==> src/rtl/qeciphy_pkg.sv <==
// qeciphy_pkg: shared types and helpers for the QECIPHY TX link sequencer
package qeciphy_pkg;
  typedef enum logic [2:0] {
    ST_OFF         = 3'd0,
    ST_SETTLE      = 3'd1,
    ST_WAIT_REMOTE = 3'd2,
    ST_READY       = 3'd3,
    ST_DATA        = 3'd4,
    ST_DRAIN       = 3'd5,
    ST_FAULT       = 3'd6
  } tx_seq_state_t;
  function automatic int max3(input int a, input int b, input int c);
    return (a > b) ? ((a > c) ? a : c) : ((b > c) ? b : c);
  endfunction
endpackage

==> src/rtl/qeciphy_frame_counter.sv <==
// qeciphy_frame_counter: frame counter with clear, FAW-gated increment and terminal-count strobe
//   clk_i/rst_n_i clock and async active-low reset; clear_i zeroes the count;
//   enable_i gates counting of faw_i pulses; term_i is the terminal value;
//   tc_o pulses when a counted faw pulse lands on the terminal value.
module qeciphy_frame_counter #(
  parameter int W = 4
) (
  input  logic         clk_i,
  input  logic         rst_n_i,
  input  logic         clear_i,
  input  logic         enable_i,
  input  logic         faw_i,
  input  logic [W-1:0] term_i,
  output logic         tc_o
);
  logic [W-1:0] cnt;
  always_ff @(posedge clk_i or negedge rst_n_i)
    if (!rst_n_i) cnt <= '0;
    else cnt <= clear_i ? '0 : (enable_i && faw_i) ? cnt + W'(1) : cnt;
  assign tc_o = enable_i && faw_i && (cnt == term_i);
endmodule

==> src/rtl/qeciphy_tx_link_sequencer.sv <==
// qeciphy_tx_link_sequencer: bring-up/shutdown sequencer for the TX link and data enables
//   inputs:  clk_i, rst_n_i (async active-low), faw_boundary_i (frame pulse), phy_ready_i,
//            enable_req_i, remote_ready_i, data_req_i
//   outputs: link_enable_o, data_enable_o, state_o[2:0], fault_pulse_o (all registered)
module qeciphy_tx_link_sequencer
  import qeciphy_pkg::*;
#(
  parameter int SETTLE_FRAMES  = 16,
  parameter int TIMEOUT_FRAMES = 1024,
  parameter int DRAIN_FRAMES   = 2
) (
  input  logic       clk_i,
  input  logic       rst_n_i,
  input  logic       faw_boundary_i,
  input  logic       phy_ready_i,
  input  logic       enable_req_i,
  input  logic       remote_ready_i,
  input  logic       data_req_i,
  output logic       link_enable_o,
  output logic       data_enable_o,
  output logic [2:0] state_o,
  output logic       fault_pulse_o
);
  localparam int CW = $clog2(max3(SETTLE_FRAMES, TIMEOUT_FRAMES, DRAIN_FRAMES)) + 1;
  tx_seq_state_t state, nxt;
  logic [CW-1:0] term;
  logic tc, counting;
  assign counting = state inside {ST_SETTLE, ST_WAIT_REMOTE, ST_DRAIN};
  // One counter serves every timed state; only its terminal value changes.
  assign term = (state == ST_SETTLE)      ? CW'(SETTLE_FRAMES - 1)  :
                (state == ST_WAIT_REMOTE) ? CW'(TIMEOUT_FRAMES - 1) :
                                            CW'(DRAIN_FRAMES - 1);
  assign state_o = state;
  qeciphy_frame_counter #(.W(CW)) u_cnt (
    .clk_i    (clk_i),
    .rst_n_i  (rst_n_i),
    .clear_i  (nxt != state),
    .enable_i (counting),
    .faw_i    (faw_boundary_i),
    .term_i   (term),
    .tc_o     (tc)
  );
  always_comb begin
    nxt = ST_OFF;
    if (state == ST_OFF || phy_ready_i)
      case (state)
        ST_OFF:         nxt = (enable_req_i && phy_ready_i) ? ST_SETTLE : ST_OFF;
        ST_SETTLE:      nxt = !enable_req_i ? ST_OFF : tc ? ST_WAIT_REMOTE : ST_SETTLE;
        ST_WAIT_REMOTE: nxt = !enable_req_i ? ST_OFF : remote_ready_i ? ST_READY :
                              tc ? ST_FAULT : ST_WAIT_REMOTE;
        ST_READY:       nxt = !enable_req_i ? ST_OFF : !remote_ready_i ? ST_WAIT_REMOTE :
                              data_req_i ? ST_DATA : ST_READY;
        ST_DATA:        nxt = (enable_req_i && remote_ready_i && data_req_i) ? ST_DATA : ST_DRAIN;
        ST_DRAIN:       nxt = !tc ? ST_DRAIN : !enable_req_i ? ST_OFF :
                              remote_ready_i ? ST_READY : ST_WAIT_REMOTE;
        ST_FAULT:       nxt = enable_req_i ? ST_FAULT : ST_OFF;
        default:        nxt = ST_OFF;
      endcase
  end
  // Outputs are decoded from the next state so they line up with state_o.
  always_ff @(posedge clk_i or negedge rst_n_i)
    if (!rst_n_i) begin
      state         <= ST_OFF;
      link_enable_o <= 1'b0;
      data_enable_o <= 1'b0;
      fault_pulse_o <= 1'b0;
    end else begin
      state         <= nxt;
      link_enable_o <= nxt inside {ST_SETTLE, ST_WAIT_REMOTE, ST_READY, ST_DATA, ST_DRAIN};
      data_enable_o <= nxt == ST_DATA;
      fault_pulse_o <= (nxt == ST_FAULT) && (state != ST_FAULT);
    end
endmodule

==> config.mk <==
export PLATFORM = sky130hd
export DESIGN_NAME = qeciphy_tx_link_sequencer
export DESIGN_NICKNAME = d
export VERILOG_FILES = /design/src/rtl/qeciphy_pkg.sv /design/src/rtl/qeciphy_frame_counter.sv /design/src/rtl/qeciphy_tx_link_sequencer.sv
export SDC_FILE = /design/constraint.sdc
export NUM_CORES = 1
export LEC_CHECK = 0
export BUFFER_PORTS_ARGS = -buffer_cell sky130_fd_sc_hd__buf_2
export CAP_MARGIN = 20
export CORE_MARGIN = 4
export CORE_UTILIZATION = 51
export DETAILED_ROUTE_END_ITERATION = 6
export PLACE_DENSITY = 0.8
export SETUP_SLACK_MARGIN = 0.15
export SYNTH_ARGS = -nofsm -noshare
export SYNTH_HDL_FRONTEND = slang
export SYNTH_SLANG_ARGS = --single-unit
==> constraint.sdc <==
create_clock -name clk_i -period 2.2 [get_ports clk_i]
set_input_delay 0.33 -clock clk_i [delete_from_list [all_inputs] [get_ports clk_i]]
set_output_delay 0.33 -clock clk_i [all_outputs]
set_load 0.02 [all_outputs]
After elaboration in Yosys (flattened, before gate mapping) --
Index checks and enable logic that the tools add are counted.
Word-level totals: flip-flop bits (word level) 17, input bits 7, output and inout port bits 6, word-level logic and storage cells 52
Operators by class: $add $sub $neg 1, eq/ne operators 15, multiplexer cells 20, reduce and logical (&&, ||, !) cells 11
Operator list (count):
- $mux W3 | 9
- $mux W11 | 2
- $pmux W3 S7 | 1
- $mux W10 | 2
- $eq A3 B3 Y1 const B | 6
- $eq A3 B2 Y1 const B | 4
- $add A11 B1 Y11 const B | 1
- $eq A11 B10 Y1 | 1
- $eq A3 B1 Y1 const B | 2
- $logic_and A1 B1 Y1 | 6
- $mux W2 | 3
- $reduce_bool A5 Y1 | 1
- $logic_not A3 Y1 | 1
- $mux W1 | 3
- $ne A3 B3 Y1 | 1
- $ne A3 B3 Y1 const B | 1
- $reduce_bool A3 Y1 | 1
- $reduce_bool A2 Y1 | 1
- $logic_or A1 B1 Y1 | 1

Logic depth before layout (Yosys ltp) --
depth in word-level cells 12, mapped depth 7, mapped depth without buffers 6

Hierarchy --
From an unflattened synthesis, not the netlist that was laid out.
Unflattened totals: cells, all modules 142, area total of the unflattened synthesis 1272.5 µm²
Modules (own cells, without submodules):
- qeciphy_frame_counter | instances 1, cells an instance 71, area an instance 688.2 µm², sequential area each 275.3 µm²
- qeciphy_tx_link_sequencer | instances 1, cells an instance 71, area an instance 584.3 µm², sequential area each 150.1 µm²

Worst setup path after synthesis --
OpenSTA, ideal clock, no wires.
kind reg2reg, start register state[2] (netlist: state_o[2]), end register u_cnt.cnt[10], setup time 0.122 ns, data arrival time 2.111 ns, data required time 2.078 ns, slack -0.033 ns, stages on the path, launching flop included 7, buffers on the path 0, clock period less this slack 2.233 ns, cells stage by stage dfrtp_1 or3b_1 or3_4 a211o_1 a221o_1 nand3_2 nor2_1
Between the ends: cells in the longest elaborated chain, start to end 12, elaborated cells on any way between the ends 25, those cells by class eq/ne (8); mux (11); reduce/logical (6)
RTL lines:
- start: declaration | line qeciphy_tx_link_sequencer.sv:25 | tx_seq_state_t state, nxt;
- start signal: assignment | line qeciphy_tx_link_sequencer.sv:68 | state <= nxt;
- $eq A3 B2 Y1 | line qeciphy_tx_link_sequencer.sv:28, qeciphy_tx_link_sequencer.sv:31, qeciphy_tx_link_sequencer.sv:46
- $mux W10 | line qeciphy_tx_link_sequencer.sv:31 | (state == ST_WAIT_REMOTE) ? CW'(TIMEOUT_FRAMES - 1) :
- $mux W10 | line qeciphy_tx_link_sequencer.sv:30 | assign term = (state == ST_SETTLE) ? CW'(SETTLE_FRAMES - 1) :
- $eq A11 B10 Y1 | line qeciphy_frame_counter.sv:20 | assign tc_o = enable_i && faw_i && (cnt == term_i);
- $logic_and A1 B1 Y1 | line qeciphy_frame_counter.sv:20
- $mux W3 | line qeciphy_tx_link_sequencer.sv:50 | tc ? ST_FAULT : ST_WAIT_REMOTE;
- $mux W3 (2 in series) | line qeciphy_tx_link_sequencer.sv:49 | ST_WAIT_REMOTE: nxt = !enable_req_i ? ST_OFF : remote_ready_i ? ST_READY :
- $pmux W3 S7 | line qeciphy_tx_link_sequencer.sv:46 | case (state)
- $mux W3 | line qeciphy_tx_link_sequencer.sv:45 | if (state == ST_OFF || phy_ready_i)
- $ne A3 B3 Y1 | line qeciphy_tx_link_sequencer.sv:37 | .clear_i (nxt != state),
- $mux W11 / $reduce_bool A2 Y1 (equally long branches)
- end signal: assignment | line qeciphy_frame_counter.sv:19 | else cnt <= clear_i ? '0 : (enable_i && faw_i) ? cnt + W'(1) : cnt;
- end: declaration | line qeciphy_frame_counter.sv:16 | logic [W-1:0] cnt;
Several ways; a longest one is shown, not always the timed one. A chain may end at the register's enable or synchronous reset.

Worst setup path in the final report --
start register state[0] (netlist: state_o[0]), end register link_enable_o
Between the ends: cells in the longest elaborated chain, start to end 12, elaborated cells on any way between the ends 28, those cells by class eq/ne (12); mux (10); reduce/logical (6)
RTL lines:
- $eq A3 B2 Y1 | line qeciphy_tx_link_sequencer.sv:28, qeciphy_tx_link_sequencer.sv:31, qeciphy_tx_link_sequencer.sv:46
- $mux W10 | line qeciphy_tx_link_sequencer.sv:31
- $mux W10 | line qeciphy_tx_link_sequencer.sv:30
- $eq A11 B10 Y1 | line qeciphy_frame_counter.sv:20
- $logic_and A1 B1 Y1 | line qeciphy_frame_counter.sv:20
- $mux W3 | line qeciphy_tx_link_sequencer.sv:50
- $mux W3 (2 in series) | line qeciphy_tx_link_sequencer.sv:49
- $pmux W3 S7 | line qeciphy_tx_link_sequencer.sv:46
- $mux W3 (*) | line qeciphy_tx_link_sequencer.sv:45
- $eq A3 B1 Y1, or another cell as far along | line qeciphy_tx_link_sequencer.sv:69 | link_enable_o <= nxt inside {ST_SETTLE, ST_WAIT_REMOTE, ST_READY, ST_DATA, ST_DRAIN};
- $reduce_bool A5 Y1 (*) | line qeciphy_tx_link_sequencer.sv:69
- end signal: assignment | line qeciphy_tx_link_sequencer.sv:69
- end: declaration | line qeciphy_tx_link_sequencer.sv:19 | output logic link_enable_o,
Mark *: on every way between the ends. The rest lies on a longest branch, timed or not.

==> impl_metrics.yaml <==
clocking:
  cts_buffers: 3
  h-tree-depth: 1
  clk_pin_slew_ns: 0.10
  clockBufferDepth: 2
  clk-insertion-delay-late_ns: 0.29
  root_buffer: "clkbuf_4"
  cts.sinks: 17
  cts_tree: "yes"
synth:
  synthArstFlopShare_pct: 100.0
  yosys_warnings: 0
  synth_top_family_by_area: "simple AND/OR/NAND/NOR gates"
  syn-instance-count: 128
  syn_nets: 136
  synth.distinct_cells: 49
  synth_xor_area_share_pct: 7.642
  synthSimpleGateAreaFrac_pct: 29.80
  syn_area_per_cell_um2: 8.954
  synth.cell_area_mm2: 0.001146
  yosys_register_bits: 17
  synthMuxAreaShare_pct: 1.747
  synth_compound_area_share_pct: 19.98
  synth_edf_count: 0
  ys.flop_type: "dfrtp_1"
  ys_seq_area_share_pct: 37.12
  synth_fa_ha_area_share_pct: 1.092
routing:
  via_per_inst: 6.084
  drc: 0
  firstDrtPassIters: 4
  drt_iter0_drc: 51
  drt-total-wl_mm: 3.245
  wl_per_cell_um: 16.99
  vias: 1162
  ant_nets: 0
floorplanning:
  core-area_mm2: 0.002042
  std_cell_rows: 16
  num_io_pins: 13
  die_x_um: 55.41
  start_util_pct: 56.13
  fp.dieH_um: 55.41
  dieArea_mm2: 0.003070
pwr:
  share_seq_of_total_power_pct: 27.8
  p_per_area_mw_per_mm2: 939.5
  switchingPower_w: 0.0006412
  power.clock.fraction_pct: 12.2
  p_leak_nw: 0.6762
  comb_power_share_pct: 60.0
  p_int_w: 0.0007753
  irDropWorstVdd_mv: 0.5554
  switching_share_pct: 45.26
place:
  io_buffer_count: 12
  gp_congestion: 0.7966
  dp_hpwl_mm: 2.014
  dpl_cell_area_mm2: 0.001338
  numPlacedInstances: 177
cells_and_area:
  antenna_cells: 0
  n_fill_cell: 147
  final_cell_mix: "21 x buf_4, 14 x dfrtp_1, 12 x nor2_1, 12 x buf_2, 11 x nand2_1"
  final_common_cell: "buf_4"
  stdcell_count: 191
  fin_nets: 173
  drive_above_1_share_pct: 37.80
  area_growth_syn_to_layout_pct: 31.55
  postLayoutCellArea_mm2: 0.001508
timing:
  finalWorstSetupSlack_ns: -0.1245
  rsz0062_at_grt: "true"
  drv_slew: 0
  fmax_mhz: 430.2
  fin_crit_sh_pct: 105.7
  hold_viol: 0
  setup_viol: 14
  worst_slew_pin_slew_ns: 0.5754
  slew_headroom_pct: 61.03
  final.min_clock_period_ns: 2.325
  skew_ns: 0.001135
global_route:
  track_usage_pct: 20.02
  grt_max_degree: 18
  grt_overflow: 0
  grt_pass1_vias: 1101
  antenna_found_initial: 0
  grt_pass1_wl_mm: 5.002
worst_setup_path:
  crit_type: "register to register"
  crit_required_ns: 2.39
  critPathLaunchType: "register"
  critical_path_peak_fanout: 3
  worstSetupEndpointType: "register"
  worstPathArrival_ns: 2.52
status:
  violations: "setup timing"
  outcome: "complete, but fails checks"
job:
  cap_violations: 0
hold_path:
  hold_path.class: "primary input to register"
flip-flops by register name (all words and copies together), names as in the netlist:
signal / flops
data_enable_o: 1
fault_pulse_o: 1
link_enable_o: 1
state_o: 3
u_cnt.cnt: 11
metal layers:
layer	part of all wire (%)	track usage [%]	vias to the layer above
met4	3.0	6.944	0
li1	-	-	539
met5	0	0	-
met3	4.6	3.730	10
met2	50	32.09	55
met1	43	26.84	558
cell families (layout without fill, tap and decap cells):
family	count (synthesis)	after routing
AND/OR/NAND/NOR	64	65
AO/OA/AOI/OAI	26	26
flip-flops	17	17
XOR/XNOR	10	10
buffers and inverters	8	43
multiplexers	2	2
adder cells (fa/ha/maj)	1	1
final timing paths:
path | startpoint | endpoint | slack (ns) | cells after the start
worst max-delay path | state_o[0]$_DFF_PN0_ | link_enable_o$_DFF_PN0_ | -0.12 | 7
worst min-delay path | enable_req_i | fault_pulse_o$_DFF_PN0_ | 0.39 | 2
worst max register to register | state_o[0]$_DFF_PN0_ | link_enable_o$_DFF_PN0_ | -0.12 | 7
worst min register to register | u_cnt.cnt[7]$_DFFE_PN0P_ | u_cnt.cnt[7]$_DFFE_PN0P_ | 0.63 | 2
max in group asynchronous | rst_n_i | state_o[2]$_DFF_PN0_ | 1.42 | 2
min in group asynchronous | rst_n_i | data_enable_o$_DFF_PN0_ | 0.48 | 2
cell usage after synthesis, drive strengths merged (2+ instances only):
cell type  instances  area, µm²
a2111oi            2      42.54
a21boi             2      15.02
a21oi              3      18.77
a32oi              2      17.52
and2               3      18.77
and2b              2      15.01
and3               4      25.02
clkbuf             4      15.01
dfrtp             17      425.4
inv                4      15.01
mux2i              2      20.02
nand2             11      41.29
nand2b             2      12.51
nand3              4      25.02
nand4              4      25.02
nor2              20      75.07
nor2b              3      18.77
nor3               2      10.01
o21ai              4      20.01
o22ai              2      18.77
or3                2      17.52
xnor2              4      35.03
xor2               6      52.55
metrics by stage:
step | setup TNS (ns) | power (W) | worst slack [ns] | util [%] | hold WS [ns]
final | -0.7434 | 0.001417 | -0.1245 | 73.84 | 0.3900
after global routing | -1.715 | 0.001511 | -0.2022 | 73.84 | 0.4067
after CTS | -0.009658 | 0.001298 | -0.009658 | 70.04 | 0.3881
after detailed placement | -0.2235 | 0.001056 | -0.04066 | 65.50 | 0.2694
after global placement | 0 | 0.001039 | 0.02552 | 65.50 | 0.2652
after floorplan | 0 | 0.0008301 | 0.02420 | - | 0.03441
final cells by class:
type / count / area (µm²) / share of cell area (%)
Inverter: 4 / 15.01 / 0.9958
Clock buffer: 3 / 22.52 / 1.494
Tap cell: 27 / 33.78 / 2.241
Clock inverter: 1 / 5.005 / 0.3319
Sequential cell: 17 / 429.2 / 28.46
Multi-Input combinational cell: 104 / 763.2 / 50.62
Timing Repair Buffer: 35 / 239.0 / 15.85
timing repair:
action	4_1_cts	5_1_grt
endpoints found under the hold margin	17	0
gates resized for setup	4	13
buffers inserted	4	4
setup endpoints to repair	14	16
cloned	1	0
pin swaps	14	10
hold buffers	1	0
power groups by stage:
stage               combinational (W)  sequential, W  clock [W]
floorplan                    0.000384       0.000446          0
global placement             0.000644       0.000394          0
detailed placement           0.000659       0.000397          0
CTS                          0.000739       0.000391   0.000168
global route                 0.000922       0.000401   0.000189
finish                       0.000850       0.000393   0.000173
critical path: stages, from the launching register on:
cell      delay (ns)
dfrtp_2         0.43
or3b_4          0.40
or3_4           0.37
a211o_1         0.34
o22ai_2         0.21
buf_4           0.15
a21oi_1         0.05
a311oi_1        0.26
Power figures use the tool's default switching activity.
